**config.mk**
```make
export PLATFORM = sky130hd
export DESIGN_NAME = led_rate_decoder
export DESIGN_NICKNAME = d
export VERILOG_FILES = /design/src/rtl/led_rate_decoder.sv
export SDC_FILE = /design/constraint.sdc
export NUM_CORES = 1
export LEC_CHECK = 0
export ABC_CLOCK_PERIOD_IN_PS = 5700
export BUFFER_PORTS_ARGS = -buffer_cell sky130_fd_sc_hd__buf_2
export CORE_AREA = 2 2 101 103
export CTS_CLUSTER_SIZE = 20
export DETAILED_ROUTE_END_ITERATION = 12
export DIE_AREA = 0 0 103 105
export PLACE_DENSITY = 0.71
export SETUP_SLACK_MARGIN = 0.05
export SLEW_MARGIN = 25
export SYNTH_ARGS = -nofsm -noshare
export SYNTH_HDL_FRONTEND = slang
export SYNTH_SLANG_ARGS = --single-unit
```
**constraint.sdc**
```tcl
create_clock -name i_clock -period 5.7 [get_ports i_clock]
set_input_delay 1.14 -clock i_clock [delete_from_list [all_inputs] [get_ports i_clock]]
set_output_delay 1.14 -clock i_clock [all_outputs]
set_load 0.02 [all_outputs]
```
**src/rtl/led_rate_decoder.sv**
```systemverilog
`timescale 1ns/1ps
`default_nettype none
// ============================================================================
// Module      : led_rate_decoder
// Description : Receive side of the LED blinker. Measures the half-period of
//               the sensed LED drive, classifies it as 100/50/10/1 Hz and
//               reconstructs the 2-bit switch code that produced it.
// Ports       : i_clock        system clock
//               i_reset        asynchronous active-high reset
//               i_led_sense    LED drive under test (asynchronous)
//               o_active       line toggling (edge seen, no timeout since)
//               o_locked       a rate code is confirmed
//               o_switch_1/2   decoded switch code {switch_1, switch_2}
//               o_update       one-cycle pulse when a new code is locked
//               o_half_period  last measured half-period in clocks
// Revision    : 1.0 - initial release
// ============================================================================
module led_rate_decoder #(
  parameter int CLK_HZ         = 25000000,
  parameter int TOL_SHIFT      = 4,
  parameter int CONFIRM        = 4,
  parameter int TIMEOUT_CYCLES = 25000000,
  parameter int CNT_W          = 25
) (
  input  logic             i_clock,
  input  logic             i_reset,
  input  logic             i_led_sense,
  output logic             o_active,
  output logic             o_locked,
  output logic             o_switch_1,
  output logic             o_switch_2,
  output logic             o_update,
  output logic [CNT_W-1:0] o_half_period
);

  localparam int MW = $clog2(CONFIRM + 1);

  localparam logic [CNT_W-1:0] c_nom_100 = CNT_W'(CLK_HZ / 200);
  localparam logic [CNT_W-1:0] c_nom_50  = CNT_W'(CLK_HZ / 100);
  localparam logic [CNT_W-1:0] c_nom_10  = CNT_W'(CLK_HZ / 20);
  localparam logic [CNT_W-1:0] c_nom_1   = CNT_W'(CLK_HZ / 2);
  localparam logic [CNT_W-1:0] c_cnt_max = CNT_W'(TIMEOUT_CYCLES - 1);
  localparam logic [MW-1:0]    c_confirm = MW'(CONFIRM);

  typedef enum logic [0:0] {
    ST_IDLE    = 1'b0,
    ST_MEASURE = 1'b1
  } state_t;

  state_t           r_state, w_state_next;
  logic             r_sync1, r_sync2, r_prev;
  logic [CNT_W-1:0] r_cnt, w_cnt_next;
  logic [CNT_W-1:0] r_half, w_half_next;
  logic             r_cand_hit, w_cand_hit_next;
  logic [1:0]       r_cand_code, w_cand_code_next;
  logic [MW-1:0]    r_match, w_match_next;
  logic             r_active, w_active_next;
  logic             r_locked, w_locked_next;
  logic [1:0]       r_code, w_code_next;
  logic             r_update, w_update_next;

  logic             w_edge;
  logic [CNT_W-1:0] w_meas;
  logic             w_cls_hit;
  logic [1:0]       w_cls_code;

  // Inclusive window test: |m - nom| <= nom >> TOL_SHIFT
  function automatic logic in_window(input logic [CNT_W-1:0] m,
                                     input logic [CNT_W-1:0] nom);
    logic [CNT_W-1:0] tol;
    tol = nom >> TOL_SHIFT;
    return (m >= (nom - tol)) && (m <= (nom + tol));
  endfunction

  // Either polarity of transition on the synchronized line is an edge
  assign w_edge = r_sync2 ^ r_prev;
  // Counter was cleared in the previous edge cycle, so +1 gives the exact
  // number of clocks between edges
  assign w_meas = r_cnt + CNT_W'(1);

  // A miss reports code 00 so candidate comparison can use plain equality
  always_comb begin
    w_cls_hit  = 1'b1;
    w_cls_code = 2'b00;
    if (in_window(w_meas, c_nom_100)) begin
      w_cls_code = 2'b00;
    end else if (in_window(w_meas, c_nom_50)) begin
      w_cls_code = 2'b01;
    end else if (in_window(w_meas, c_nom_10)) begin
      w_cls_code = 2'b10;
    end else if (in_window(w_meas, c_nom_1)) begin
      w_cls_code = 2'b11;
    end else begin
      w_cls_hit  = 1'b0;
    end
  end

  always_comb begin
    w_state_next     = r_state;
    w_half_next      = r_half;
    w_cand_hit_next  = r_cand_hit;
    w_cand_code_next = r_cand_code;
    w_match_next     = r_match;
    w_active_next    = r_active;
    w_locked_next    = r_locked;
    w_code_next      = r_code;
    w_update_next    = 1'b0;

    if (w_edge) begin
      w_cnt_next = '0;
    end else if (r_cnt != c_cnt_max) begin
      w_cnt_next = r_cnt + CNT_W'(1);
    end else begin
      w_cnt_next = r_cnt;
    end

    case (r_state)
      ST_IDLE: begin
        if (w_edge) begin
          w_state_next  = ST_MEASURE;
          w_active_next = 1'b1;
        end
      end
      ST_MEASURE: begin
        if (w_edge) begin
          w_half_next      = w_meas;
          w_cand_hit_next  = w_cls_hit;
          w_cand_code_next = w_cls_code;
          if ((w_cls_hit == r_cand_hit) && (w_cls_code == r_cand_code)) begin
            w_match_next = (r_match == c_confirm) ? r_match : r_match + MW'(1);
          end else begin
            w_match_next = MW'(1);
          end
          if (w_match_next == c_confirm) begin
            if (w_cls_hit) begin
              if (!r_locked || (w_cls_code != r_code)) begin
                w_code_next   = w_cls_code;
                w_locked_next = 1'b1;
                w_update_next = 1'b1;
              end
            end else begin
              w_locked_next = 1'b0;
            end
          end
        end else if (r_cnt == c_cnt_max) begin
          // Edge takes priority over timeout, handled by the branch above
          w_state_next  = ST_IDLE;
          w_active_next = 1'b0;
          w_locked_next = 1'b0;
          w_code_next   = 2'b00;
          w_match_next  = '0;
        end
      end
      default: begin
        w_state_next = ST_IDLE;
      end
    endcase
  end

  always_ff @(posedge i_clock or posedge i_reset) begin
    if (i_reset) begin
      r_state     <= ST_IDLE;
      r_sync1     <= 1'b0;
      r_sync2     <= 1'b0;
      r_prev      <= 1'b0;
      r_cnt       <= '0;
      r_half      <= '0;
      r_cand_hit  <= 1'b0;
      r_cand_code <= 2'b00;
      r_match     <= '0;
      r_active    <= 1'b0;
      r_locked    <= 1'b0;
      r_code      <= 2'b00;
      r_update    <= 1'b0;
    end else begin
      r_state     <= w_state_next;
      r_sync1     <= i_led_sense;
      r_sync2     <= r_sync1;
      r_prev      <= r_sync2;
      r_cnt       <= w_cnt_next;
      r_half      <= w_half_next;
      r_cand_hit  <= w_cand_hit_next;
      r_cand_code <= w_cand_code_next;
      r_match     <= w_match_next;
      r_active    <= w_active_next;
      r_locked    <= w_locked_next;
      r_code      <= w_code_next;
      r_update    <= w_update_next;
    end
  end

  assign o_active      = r_active;
  assign o_locked      = r_locked;
  assign o_switch_1    = r_code[1];
  assign o_switch_2    = r_code[0];
  assign o_update      = r_update;
  assign o_half_period = r_half;

endmodule
`default_nettype wire

```
* Yosys cells after proc, flatten, opt, wreduce, memory -nomap -nowiden
Cells that the tools add are included.
Word-level totals: bits of input ports 3, output and inout port bits 30, register bits after elaboration 65, logic and storage cells 91
Cells by class: reductions and logical operators 14, muxes and demuxes 38, magnitude comparators 8, add/subtract/negate cells 2, bitwise gates (word level) 2, equal/unequal tests 14
Operator list (count):
- two-way mux 25 bit | 2
- adder 25 x 1 -> 25 bit, second input constant | 1
- == test 25 bit, second input constant | 1
- greater-or-equal comparator 25 x 17 -> 1 bit, second input constant | 1
- greater-or-equal comparator 25 x 18 -> 1 bit, second input constant | 1
- greater-or-equal comparator 25 x 21 -> 1 bit, second input constant | 1
- greater-or-equal comparator 25 x 24 -> 1 bit, second input constant | 1
- <= comparator 25 x 18 -> 1 bit, second input constant | 1
- <= comparator 25 x 19 -> 1 bit, second input constant | 1
- <= comparator 25 x 21 -> 1 bit, second input constant | 1
- <= comparator 25 x 24 -> 1 bit, second input constant | 1
- inequality test 25 bit, second input constant | 1
- two-way mux 1 bit | 19
- two-way mux 2 bit | 9
- two-way mux 3 bit | 6
- inequality test 2 x 1 -> 1 bit, second input constant | 4
- == test 3 bit, second input constant | 2
- logical AND 1 bit | 5
- AND reduction 5 bit | 1
- inequality test 2 bit, second input constant | 2
- one-hot mux 1 bit (2 select lines) | 2
- AND reduction 2 bit | 2
- AND reduction 4 bit | 1
- nonzero test 2 bit | 2
- 10 further kinds | 10

* Depth between registers and ports, before layout
depth after elaboration 16, mapped depth 15, gate-level depth less buffers 14

* Least setup slack after synthesis
OpenSTA, ideal clock, no wires.
path kind register to register, start point reg r_cnt[1], end point reg r_code[1], stages on the path, launching flop included 15, data required time 5.599 ns, arrival time 3.696 ns, setup slack 1.903 ns, library setup time 0.101 ns, path through dfrtp_1 ha_1 nand2_1 clkbuf_1 nor4_1 xnor2_1 nand3_1 nor4_1 a221oi_1 a2111o_1 and2_4 nand3b_4 a21o_1 or2_4 o311ai_2
Between the ends: longest elaborated chain between the ends 15
Ends and longest elaborated chain:
- start, declared | line 52 | logic [CNT_W-1:0] r_cnt, w_cnt_next;
- start signal, assigned | line 180 | r_cnt <= w_cnt_next;
- adder 25 x 1 -> 25 bit | line 79 | assign w_meas = r_cnt + CNT_W'(1);
- greater-or-equal comparator 25 x 24 -> 1 bit or <= comparator 25 x 24 -> 1 bit (tied branches) | line 72 | return (m >= (nom - tol)) && (m <= (nom + tol));
- logical AND 1 bit | line 72
- two-way mux 2 bit or two-way mux 1 bit (tied branches) | line 91 | end else if (in_window(w_meas, c_nom_1)) begin
- two-way mux 2 bit or two-way mux 1 bit (tied branches) | line 89 | end else if (in_window(w_meas, c_nom_10)) begin
- two-way mux 2 bit or two-way mux 1 bit (tied branches) | line 87 | end else if (in_window(w_meas, c_nom_50)) begin
- two-way mux 2 bit or two-way mux 1 bit (tied branches) | line 85 | if (in_window(w_meas, c_nom_100)) begin
- == test 2 bit or == test 1 bit (tied branches) | line 129 | if ((w_cls_hit == r_cand_hit) && (w_cls_code == r_cand_code)) begin
- logical AND 1 bit | line 129
- two-way mux 3 bit | line 129
- two-way mux 3 bit | line 125 | if (w_edge) begin
- two-way mux 3 bit | line 117 | case (r_state)
- == test 3 bit | line 134 | if (w_match_next == c_confirm) begin
- inequality test 2 x 1 -> 1 bit (no source line)
- AND reduction 5 bit (no source line)
- end signal, assigned | line 187 | r_code <= w_code_next;
- end, declared | line 59 | logic [1:0] r_code, w_code_next;
Several ways; a longest one is shown, not always the timed one. The select of a mux whose other input is x is not followed. A chain may end at the register's enable or synchronous reset.

* Final worst setup path
start point reg r_cnt[0], end point reg r_code[0]
Same word-level chain as after synthesis.

==> reports/metrics.yaml <==
worst_setup_path:
  crit_arrival_ns: 5.05
  crit_path_cell_trace: "ha_1, nand2_1, o31a_1, nor4_2, nand3_1, nor4_1, a221oi_1, a2111o_1, and2_4, xnor2_1, o311ai_1, or2_4, o221ai_1"
  crit_type: "flip-flop to flip-flop"
  rr_worst_depth: 13
  crit-reg2reg-launch: "r_cnt[0]"
  slowest_delay_ns: 0.62
  r2r_setup_slack_ns: 0.86
  required_ns: 5.92
  endpoint_kind: "flip-flop"
  worstSetupStartpointType: "flip-flop"
  timing.rr.end: "r_code[0]"
  crit_fanout: 14
  critPathSlowestCell: "dfrtp_1"
clock_network:
  clkSlewWorstSetupHoldPaths_ns: 0.07
  cts_tree: "built"
  cts.sink_count: 65
  cts_buffer_depth: 2
  htree_num_levels: 3
  postCtsSetupBuffers: 0
  hold_buffers: 0
  cts_buffers: 9
  clkLatencyLatePin_ns: 0.35
  cts_resized: 0
  cts_root_buf: "clkbuf_8"
synth:
  yosysSeqAreaShare_pct: 37.7
  synth-edff-count: 0
  syn_area_per_cell_um2: 8.44
  synth-seq-cells: 65
  ys.flop_type: "dfrtp_1"
  netlist_area_um2: 4320
  postSynthCellCount: 511
  syn_nets: 519
  yosys_warnings: 0
  async_flop_share_pct: 100
  netlist-cell-type-count: 73
placement:
  hpwl_mm: 8.66
  gp_congestion: 0.972
  place_area_um2: 4530
  dpl.cell_count: 648
  dp_slack_ns: 0.985
  portBuffers: 32
cells_and_area:
  antenna_cells: 0
  final_cells: 664
  drive_above_1_share_pct: 13.4
  layout.cells.most_common_list: "nand2_1, dfrtp_1, nor2_1, o21ai_0, buf_2"
  syn2layout_area_growth_pct: 9.57
  stdcell_area_um2: 4730
  final.fill_count: 954
  layout.nets: 534
  layout_commonest_cell: "nand2_1"
routing:
  antenna_left: 0
  via_count: 4125
  detail_route.wl_per_cell_um: 18.2
  dr.pass1.iters: 5
  via_per_inst: 6.21
  drt_iter0_markers: 400
  wirelength_mm: 12.1
  drc: 0
sta:
  fmaxAchievable_mhz: 207
  rsz0062_at_grt: "no"
  setup_tns_ns: 0
  slew_viol_final: 0
  worst_slack_ns: 0.862
  worst_slew_pin_slew_ns: 0.963
  post-route-period-util_pct: 84.9
  hold_viol: 0
  setup_viol: 0
  min_period_ns: 4.84
  worst_slew_margin_rel_pct: 35.3
  skew_ns: 0.00633
worst_hold_path:
  hold_depth: 0
  hp-start: "r_sync1"
  min_delay_worst_endpoint: "r_sync2"
  hp-class: "flip-flop to flip-flop"
grt:
  use_met2_pct: 36.8
  grt-busiest-layer: "met2"
  grt_pass1_wl_mm: 20.3
  antenna_found_initial: 0
  grt_use_met1_pct: 31.8
  grtUsageTotal_pct: 23.9
  use_met3_pct: 5.95
  overflow: 0
  grt_max_degree: 66
  grt_pass1_vias: 3923
run_status:
  outcome: "completed"
power_and_ir_drop:
  ir_worst_vdd_mv: 0.233
  total_leakage_power_nw: 2.01
  power_density_nw_per_um2: 229
  total_power_mw: 1.08
job:
  maxCapViolations: 0
floorplanning:
  pin_count: 33
  start_util_pct: 44.8
  die_w_um: 103
  coreArea_um2: 9640
  die_y_um: 105
  fp-row-count: 36
  die-area_um2: 10800
## stage by stage
step	util [%]	hold slack, ns
2_1_floorplan	-	0.331
4_1_cts	49.1	0.352
3_3_place_gp	47.0	0.338
3_5_place_dp	47.0	0.336
5_1_grt	49.1	0.364
6_report	49.1	0.349
## worst max-delay path, delay by kind of cell (launching register included)
| family | cells | cell delay, ns |
|---|---|---|
| AND/OR/NAND/NOR | 6 | 1.84 |
| flip-flops | 1 | 0.62 |
| AO/OA/AOI/OAI | 5 | 1.58 |
| adder cells (fa/ha/maj) | 1 | 0.53 |
| XOR/XNOR | 1 | 0.13 |
## state kept, by name, summed over array words and instances, names as in the netlist
name,count
o_half_period,25
o_active,1
r_match,3
r_state,1
r_cand_hit,1
r_code,2
r_cnt,25
o_locked,1
r_prev,1
r_cand_code,2
r_sync1,1
r_sync2,1
o_update,1
## layer usage
| layer | wire [um] | part of all wire [%] |
|---|---|---|
| met2 | 5850 | 48 |
| met1 | 5120 | 42 |
| met4 | 404 | 3.3 |
| met5 | 0 | 0 |
| met3 | 716 | 5.9 |
## synth_stat cells, types with 4 or more instances
cell type / n / area (um^2)
a31oi_1: 9 / 56.3
a32o_1: 4 / 40.0
dfrtp_1: 65 / 1630
nand4_1: 7 / 43.8
nand3_1: 21 / 105
and2_1: 6 / 37.5
o211ai_1: 5 / 37.5
or4_1: 5 / 37.5
nor2b_1: 4 / 25.0
and3_1: 4 / 25.0
a211oi_1: 8 / 60.1
clkbuf_1: 17 / 63.8
xnor2_1: 22 / 193
nand2_1: 66 / 248
inv_1: 13 / 48.8
or3_1: 8 / 50.1
o21ai_0: 34 / 170
nor3_1: 12 / 60.1
a21oi_1: 24 / 120
nor2_1: 49 / 184
buf_2: 10 / 50.1
ha_1: 5 / 62.6
o31ai_1: 5 / 37.5
and4_1: 5 / 43.8
nor4_1: 17 / 106
xor2_1: 8 / 70.1
## area by class of cell
cell class / instances / area (um^2) / share of cell area [%]
inverters: 13 / 48.8 / 1.03
clock inverters: 5 / 55.1 / 1.16
well taps: 133 / 166 / 3.52
clock buffers: 11 / 141 / 2.99
repair buffers: 37 / 198 / 4.18
multi-input cells: 400 / 2490 / 52.7
flip-flops and latches: 65 / 1630 / 34.4
## report_power, final
| group | internal, mW | total, mW | switching, mW |
|---|---|---|---|
| Sequential | 0.483 | 0.516 | 0.0331 |
| Combinational | 0.0599 | 0.174 | 0.115 |
| Clock | 0.212 | 0.393 | 0.181 |
## worst max path at each step
stage	start	to	cells past startpoint
finish	r_cnt[0]	r_code[0]	13
global route	r_cnt[0]	r_code[1]	13
CTS	r_cnt[0]	r_code[1]	13
detailed placement	r_cnt[0]	r_code[1]	13
global placement	r_cnt[0]	r_code[1]	13
floorplan	r_cnt[1]	r_code[1]	14
## cells by family (layout without fill, tap and decap cells)
| logic type | after synthesis | after routing | share of synthesized area (%) |
|---|---|---|---|
| xor+xnor | 30 | 30 | 6.09 |
| buf+inv | 46 | 66 | 4.55 |
| flops | 65 | 65 | 37.7 |
| compound gates | 128 | 128 | 20.2 |
| fa+ha+maj | 5 | 5 | 1.45 |
| mux | 3 | 3 | 0.725 |
| simple gates | 234 | 234 | 29.3 |
No activity file was read; power rests on OpenSTA's default activity.
